`src/rtl/uart_rx_line_filter.sv`:
```
// UART RX pin conditioner: synchroniser, consecutive-sample debounce, edge pulses,
// glitch counter and optional line-break detector (enabled by `UART_RX_BREAK_DETECT_EN).
module uart_rx_line_filter #(
    parameter int unsigned SYNC_STAGES = 2,
    parameter int unsigned FILT_LEN    = 4,
    parameter int unsigned CNT_WIDTH   = 16
) (
    input  logic                 clk_i,
    input  logic                 arst_ni,
    input  logic                 sample_en_i,
    input  logic                 rx_i,
    output logic                 rx_o,
    output logic                 fall_o,
    output logic                 rise_o,
    input  logic                 glitch_clr_i,
    output logic [7:0]           glitch_cnt_o,
    input  logic [CNT_WIDTH-1:0] break_len_i,
    output logic                 break_o,
    output logic                 break_det_o
);

    localparam int unsigned STAB_W = (FILT_LEN > 1) ? $clog2(FILT_LEN) : 1;
    localparam logic [STAB_W-1:0] STAB_LAST = STAB_W'(FILT_LEN - 1);

    logic [SYNC_STAGES-1:0] sync_q;
    logic                   s;
    logic [STAB_W-1:0]      stab_q;
    logic [STAB_W-1:0]      stab_d;
    logic                   rx_d;
    logic                   fall_d;
    logic                   rise_d;
    logic                   glitch_inc;
    logic [7:0]             glitch_d;

    // Synchroniser chain; idles high so reset does not look like a start bit
    always_ff @(posedge clk_i or negedge arst_ni) begin
        if (!arst_ni) begin
            sync_q <= '1;
        end else begin
            sync_q <= {sync_q[SYNC_STAGES-2:0], rx_i};
        end
    end

    assign s = sync_q[SYNC_STAGES-1];

    // Debounce: a run of FILT_LEN differing samples flips the line; a broken run is a glitch
    always_comb begin
        stab_d     = stab_q;
        rx_d       = rx_o;
        fall_d     = 1'b0;
        rise_d     = 1'b0;
        glitch_inc = 1'b0;
        if (sample_en_i) begin
            if (s == rx_o) begin
                if (stab_q != '0) begin
                    glitch_inc = 1'b1;
                    stab_d     = '0;
                end
            end else if (stab_q == STAB_LAST) begin
                rx_d   = s;
                stab_d = '0;
                fall_d = ~s;
                rise_d = s;
            end else begin
                stab_d = stab_q + STAB_W'(1);
            end
        end
    end

    always_comb begin
        glitch_d = glitch_cnt_o;
        if (glitch_clr_i) begin
            glitch_d = 8'd0;
        end else if (glitch_inc && (glitch_cnt_o != 8'hFF)) begin
            glitch_d = glitch_cnt_o + 8'd1;
        end
    end

    always_ff @(posedge clk_i or negedge arst_ni) begin
        if (!arst_ni) begin
            stab_q       <= '0;
            rx_o         <= 1'b1;
            fall_o       <= 1'b0;
            rise_o       <= 1'b0;
            glitch_cnt_o <= 8'd0;
        end else begin
            stab_q       <= stab_d;
            rx_o         <= rx_d;
            fall_o       <= fall_d;
            rise_o       <= rise_d;
            glitch_cnt_o <= glitch_d;
        end
    end

`ifdef UART_RX_BREAK_DETECT_EN
    logic [CNT_WIDTH-1:0] brk_q;
    logic [CNT_WIDTH-1:0] brk_d;
    logic [CNT_WIDTH-1:0] brk_inc;
    logic                 break_d;
    logic                 break_det_d;

    assign brk_inc = (brk_q == '1) ? brk_q : brk_q + CNT_WIDTH'(1);

    // Break is sticky for the whole low period and clears on the same edge as rise_o
    always_comb begin
        brk_d       = brk_q;
        break_d     = break_o;
        break_det_d = 1'b0;
        if (rise_d) begin
            brk_d   = '0;
            break_d = 1'b0;
        end else if (sample_en_i && !rx_o) begin
            brk_d = brk_inc;
            if (!break_o && (break_len_i != '0) && (brk_inc >= break_len_i)) begin
                break_d     = 1'b1;
                break_det_d = 1'b1;
            end
        end
    end

    always_ff @(posedge clk_i or negedge arst_ni) begin
        if (!arst_ni) begin
            brk_q       <= '0;
            break_o     <= 1'b0;
            break_det_o <= 1'b0;
        end else begin
            brk_q       <= brk_d;
            break_o     <= break_d;
            break_det_o <= break_det_d;
        end
    end
`else
    logic unused_break_len;

    assign unused_break_len = ^break_len_i;
    assign break_o          = 1'b0;
    assign break_det_o      = 1'b0;
`endif

endmodule

```
`config.mk`:
```
export PLATFORM = sky130hd
export DESIGN_NAME = uart_rx_line_filter
export DESIGN_NICKNAME = d
export VERILOG_FILES = /design/src/rtl/uart_rx_line_filter.sv
export SDC_FILE = /design/constraint.sdc
export NUM_CORES = 1
export LEC_CHECK = 0
export CORE_AREA = 2 2 39 41
export DETAILED_ROUTE_END_ITERATION = 16
export DIE_AREA = 0 0 41 43
export DONT_BUFFER_PORTS = 1
export PLACE_DENSITY_LB_ADDON = 0.12
export SYNTH_ARGS = -nofsm -noshare
export SYNTH_HDL_FRONTEND = slang
export SYNTH_SLANG_ARGS = --single-unit
```
`constraint.sdc`:
```
create_clock -name clk_i -period 1.9 [get_ports clk_i]
set_clock_uncertainty 0.05 [all_clocks]
set_input_delay 0.285 -clock clk_i [delete_from_list [all_inputs] [get_ports clk_i]]
set_output_delay 0.285 -clock clk_i [all_outputs]
set_load 0.02 [all_outputs]
```
Word-level counts from Yosys, hierarchy flattened
Cells that the tools add are included.
W data, S select, Z words.
{ "op_classes": {"add_sub_neg": 2, "eq_ne": 4, "mux": 14, "n_bitwise": 2, "reduce_logical": 5} }
{ "op_table": {"columns": ["op", "count"], "rows": [
  ["$mux W8", 2],
  ["$mux W1", 9],
  ["$add A8 B1 Y8 const B", 1],
  ["$ne A8 B8 Y1 const B", 1],
  ["$mux W2", 3],
  ["$reduce_bool A2 Y1", 2],
  ["$reduce_and A3 Y1", 1],
  ["$add A2 B1 Y2 const B", 1],
  ["$eq A2 B2 Y1 const B", 1],
  ["$ne A2 B1 Y1 const B", 1],
  ["$not A1 Y1", 2],
  ["$reduce_and A2 Y1", 1],
  ["$eq A1 B1 Y1", 1],
  ["$logic_and A1 B1 Y1", 1]
]} }
{ "totals": {"reg_bits": 15, "input_bits": 21, "out_inout_bits": 13, "elab_cells": 33} }

Longest topological paths before layout
{ "depth": {"word_depth": 7, "mapped_depth": 7, "ltp_nobuf": 6} }

Least setup slack after synthesis
Ideal clock, no wire load.
{ "synth_path": {"kind": "reg-to-reg", "startpoint": "register glitch_cnt_o[0]", "endpoint": "register glitch_cnt_o[7]", "setup_time_ns": 0.078, "t_arrival_ns": 1.594, "required_time_ns": 1.772, "path_slack_ns": 0.179, "stages_incl_launch_ff": 7, "path_buffers": 1, "period_less_slack_ns": 1.721, "cell_sequence": "dfrtp_1 ha_1 nand3_1 o2111ai_2 buf_6 or3_1 a21oi_1"} }
{ "synth_via": {"elab_chain_len": 3, "elab_cells_between_ends": 6, "cone_classes": "1 x add/sub; 1 x eq/ne; 2 x mux; 2 x reduce/logical"} }
{ "synth_lines": {"columns": ["item", "line_no", "rtl"], "rows": [
  ["from (decl)", "16", "output logic [7:0] glitch_cnt_o,"],
  ["from (signal assigned)", "91", "glitch_cnt_o <= glitch_d;"],
  ["$add A8 B1 Y8 or $ne A8 B8 Y1 (tied branches)", "75, 74", null],
  ["$mux W8 or $logic_and A1 B1 Y1 (tied branches)", "74", "end else if (glitch_inc && (glitch_cnt_o != 8'hFF)) begin"],
  ["$mux W8 or $reduce_bool A2 Y1 (tied branches)", null, null]
]} }
Parallel ways exist; a longest one is shown, timed or not. The select of a mux whose other input is x is not followed.
A chain may end at the register's enable or synchronous reset.

Final worst setup path
{ "layout_path": {"startpoint": "register glitch_cnt_o[0]", "endpoint": "register glitch_cnt_o[5]"} }
Same word-level chain as after synthesis.

==> results.txt <==
Fraction of registers with async set or reset after synthesis: 1.00
Clock Tree Buf Depth: 2
Worst-skew pair later-pin latency: 0.28 ns
GP Congestion: 0.750
Row cnt: 14
Max Clk Rate: 571 MHz
RSZ-0062 raised after global routing: no
Max Cap Viol: 0
Syn-to-layout area delta: 21.0%
Nature of the critical path startpoint: register
Vias in the first global route: 516
Post-synth EDFFs: 0
Most common cell in the netlist: dfrtp_1
Final Hold Slack: 0.115 ns
Min cycle time layout: 1.75 ns
Synth Area in Adders: 0.0508
Pin count of the biggest net entering global routing: 16
CP max-delay cell: or4_1
Total core area: 0.00138 mm2
Layout cell share with drive strength beyond 1: 0.286
Yosys warns: 0
Worst Setup End Kind: register
Synthesized instance count: 68
Fill count: 116
Pre-CTS setup slack: 0.135 ns
Htree depth: 1
Max IR drop VDD: 0.000533 V
Root Buffer: clkbuf_4
Mux share of post-synthesis cell area: 0.0288
Worst-path fanout max: 11
Avg Cell Area, Syn: 10.9 um2
Initial core utilization: 0.533
Nets: 109
CP cell instances: ha_1, nand3_1, o2111ai_4, or4_1, a21oi_1
Worst relative slew slack: 0.564
Share of the synthesized area in the top cell type: 0.407
Wire per inst: 13.7 um
Final setup TNS: 0 ns
Pwr Density: 981 mW/mm2
Post-Synth XOR/XNOR Area: 0.0458
Status: finished clean
GRT Resource Usage Total: 0.183
Initial antenna violation count: 0
TritonCTS clock tree: yes
Cell accounting for the most synthesized area: dfrtp_1
Post-detailed-route count of antenna-violating nets: 0
Slew Limit Fails: 0
Post-synth cell types: 26
Register bit total from synthesis: 15
Die Width: 41 um
Final instance area: 893 um2
Routed WL: 1.37 mm
Fin worst setup slack: 0.150 ns
CP arrival: 1.91 ns
Post-route DRC: 0
Setup CP Type: register to register
Detailed Route Iter0 Violations: 16
Routed vias/inst: 5.41
Largest cells by area after synthesis: dfrtp_1 (41%), dfstp_2 (11%), ha_1 (5.1%)
Worst Path Required: 2.06 ns
Fin crit share: 0.921
Setup bufs post-CTS: 0
Number of endpoints failing setup at the final stage: 0
Synth Area in Simple Gates: 0.153
Util after Layout: 0.646
Fin. Hold Viols: 0
TritonCTS Buffers: 3
First-pass GRT wire length: 2.09 mm
Via count: 541
Largest stage delay, worst path: 0.50 ns
Clock tree sinks: 15
Largest family of logic cells by synthesized area: simple AND/OR/NAND/NOR gates
Clock transition at path regs: 0.09 ns
Pleak: 0.393 nW
Die area: 0.00176 mm2
GRT overflow: 0
Synth cell count leaders: dfrtp_1 (12), a21oi_1 (6), o21ai_0 (5)
Synth Cell Area: 738 um2
Ys flop type: dfrtp_1
Sequential-to-total area share from yosys stat: 0.514
Die Ht: 43 um
Drt pass-1 iters: 4
Cell area after placement: 815 um2
IO Pins: 34
HP Class: primary input to register
Antenna cells: 0
DP Wirelength: 978 um
Port buffer count: 0
Worst-Margin Slew: 0.652 ns
Compound-Gate Fraction of Synth Area: 0.142
-- kinds of logic after synthesis --
| family | count (synthesis) |
|---|---|
| multiplexers | 2 |
| AO/OA/AOI/OAI | 16 |
| buffers and inverters | 8 |
| adder cells (fa/ha/maj) | 3 |
| other | 1 |
| flip-flops | 15 |
| AND/OR/NAND/NOR | 20 |
| XOR/XNOR | 3 |
-- through the flow --
step | total power (W) | instances
after floorplan | 0.000612 | 69
after global placement | 0.000668 | 92
after detailed placement | 0.000676 | 92
after CTS | 0.000864 | 99
after global routing | 0.000940 | 100
final | 0.000877 | 100
-- path summary, 6_finish.rpt --
kind                                  from               to  slack [ns]  cells past startpoint
setup reg to reg           glitch_cnt_o[0]  glitch_cnt_o[5]        0.15                      5
max in group asynchronous          arst_ni           rise_o        0.97                      1
hold / removal                 sample_en_i        stab_q[0]        0.12                      1
hold reg to reg                  sync_q[0]        sync_q[1]        0.31                      0
min in group asynchronous          arst_ni  glitch_cnt_o[5]        0.42                      1
setup / recovery           glitch_cnt_o[0]  glitch_cnt_o[5]        0.15                      5
-- area by class of cell --
type | instances | area (um2) | share of cell area
Tap cell | 16 | 20.0 | 0.0224
Sequential cell | 15 | 379 | 0.424
Multi-Input combinational cell | 46 | 329 | 0.368
Clock buffer | 3 | 22.5 | 0.0252
Timing Repair Buffer | 15 | 123 | 0.137
Inverter | 4 | 15.0 | 0.0168
Clock inverter | 1 | 5.00 | 0.00560
-- flip-flops by register name (all words and copies together) (netlist names) --
name,cells
rise_o,1
sync_q,2
glitch_cnt_o,8
stab_q,2
rx_o,1
fall_o,1
-- metal layers --
layer	part of all wire	GRT usage
met5	0	0
met4	0.018	0.140
met3	0.059	0.0524
met2	0.49	0.244
met1	0.43	0.240
-- placed cells by master, fill, tap and decap left out, types with 2 or more instances in the layout --
cell type	netlist	layout
xor2_1	2	2
o31ai_1	2	2
a21oi_1	6	6
o21ai_0	5	5
clkbuf_4	0	3
nor2_1	3	3
nand2_1	3	3
dfstp_2	3	3
or3_1	2	2
a32o_1	2	2
dfrtp_1	12	12
ha_1	3	3
dlygate4sd3_1	0	4
or4_1	2	2
inv_1	4	4
nand3_1	4	4
conb_1	1	2
nor3b_1	2	2
or3_2	2	2
buf_4	2	11
-- repair_timing --
action | CTS | global route
hold buffers | 3 | 1
hold endpoints to repair | 18 | 6
resized for setup | 0 | 1
setup endpoints to repair | 0 | 4
-- worst max-delay path, delay by kind of cell, from the launching register on --
family,cells,cell delay (ns)
adder cells (fa/ha/maj),1,0.25
flip-flops,1,0.39
AO/OA/AOI/OAI,2,0.33
AND/OR/NAND/NOR,2,0.66
-- power breakdown --
part / internal, W / switching, W
sequential: 0.000370 / 0.0000358
clock: 0.0000780 / 0.000101
combinational: 0.000135 / 0.000157
total: 0.000583 / 0.000294
No activity file was read; power rests on OpenSTA's default activity.
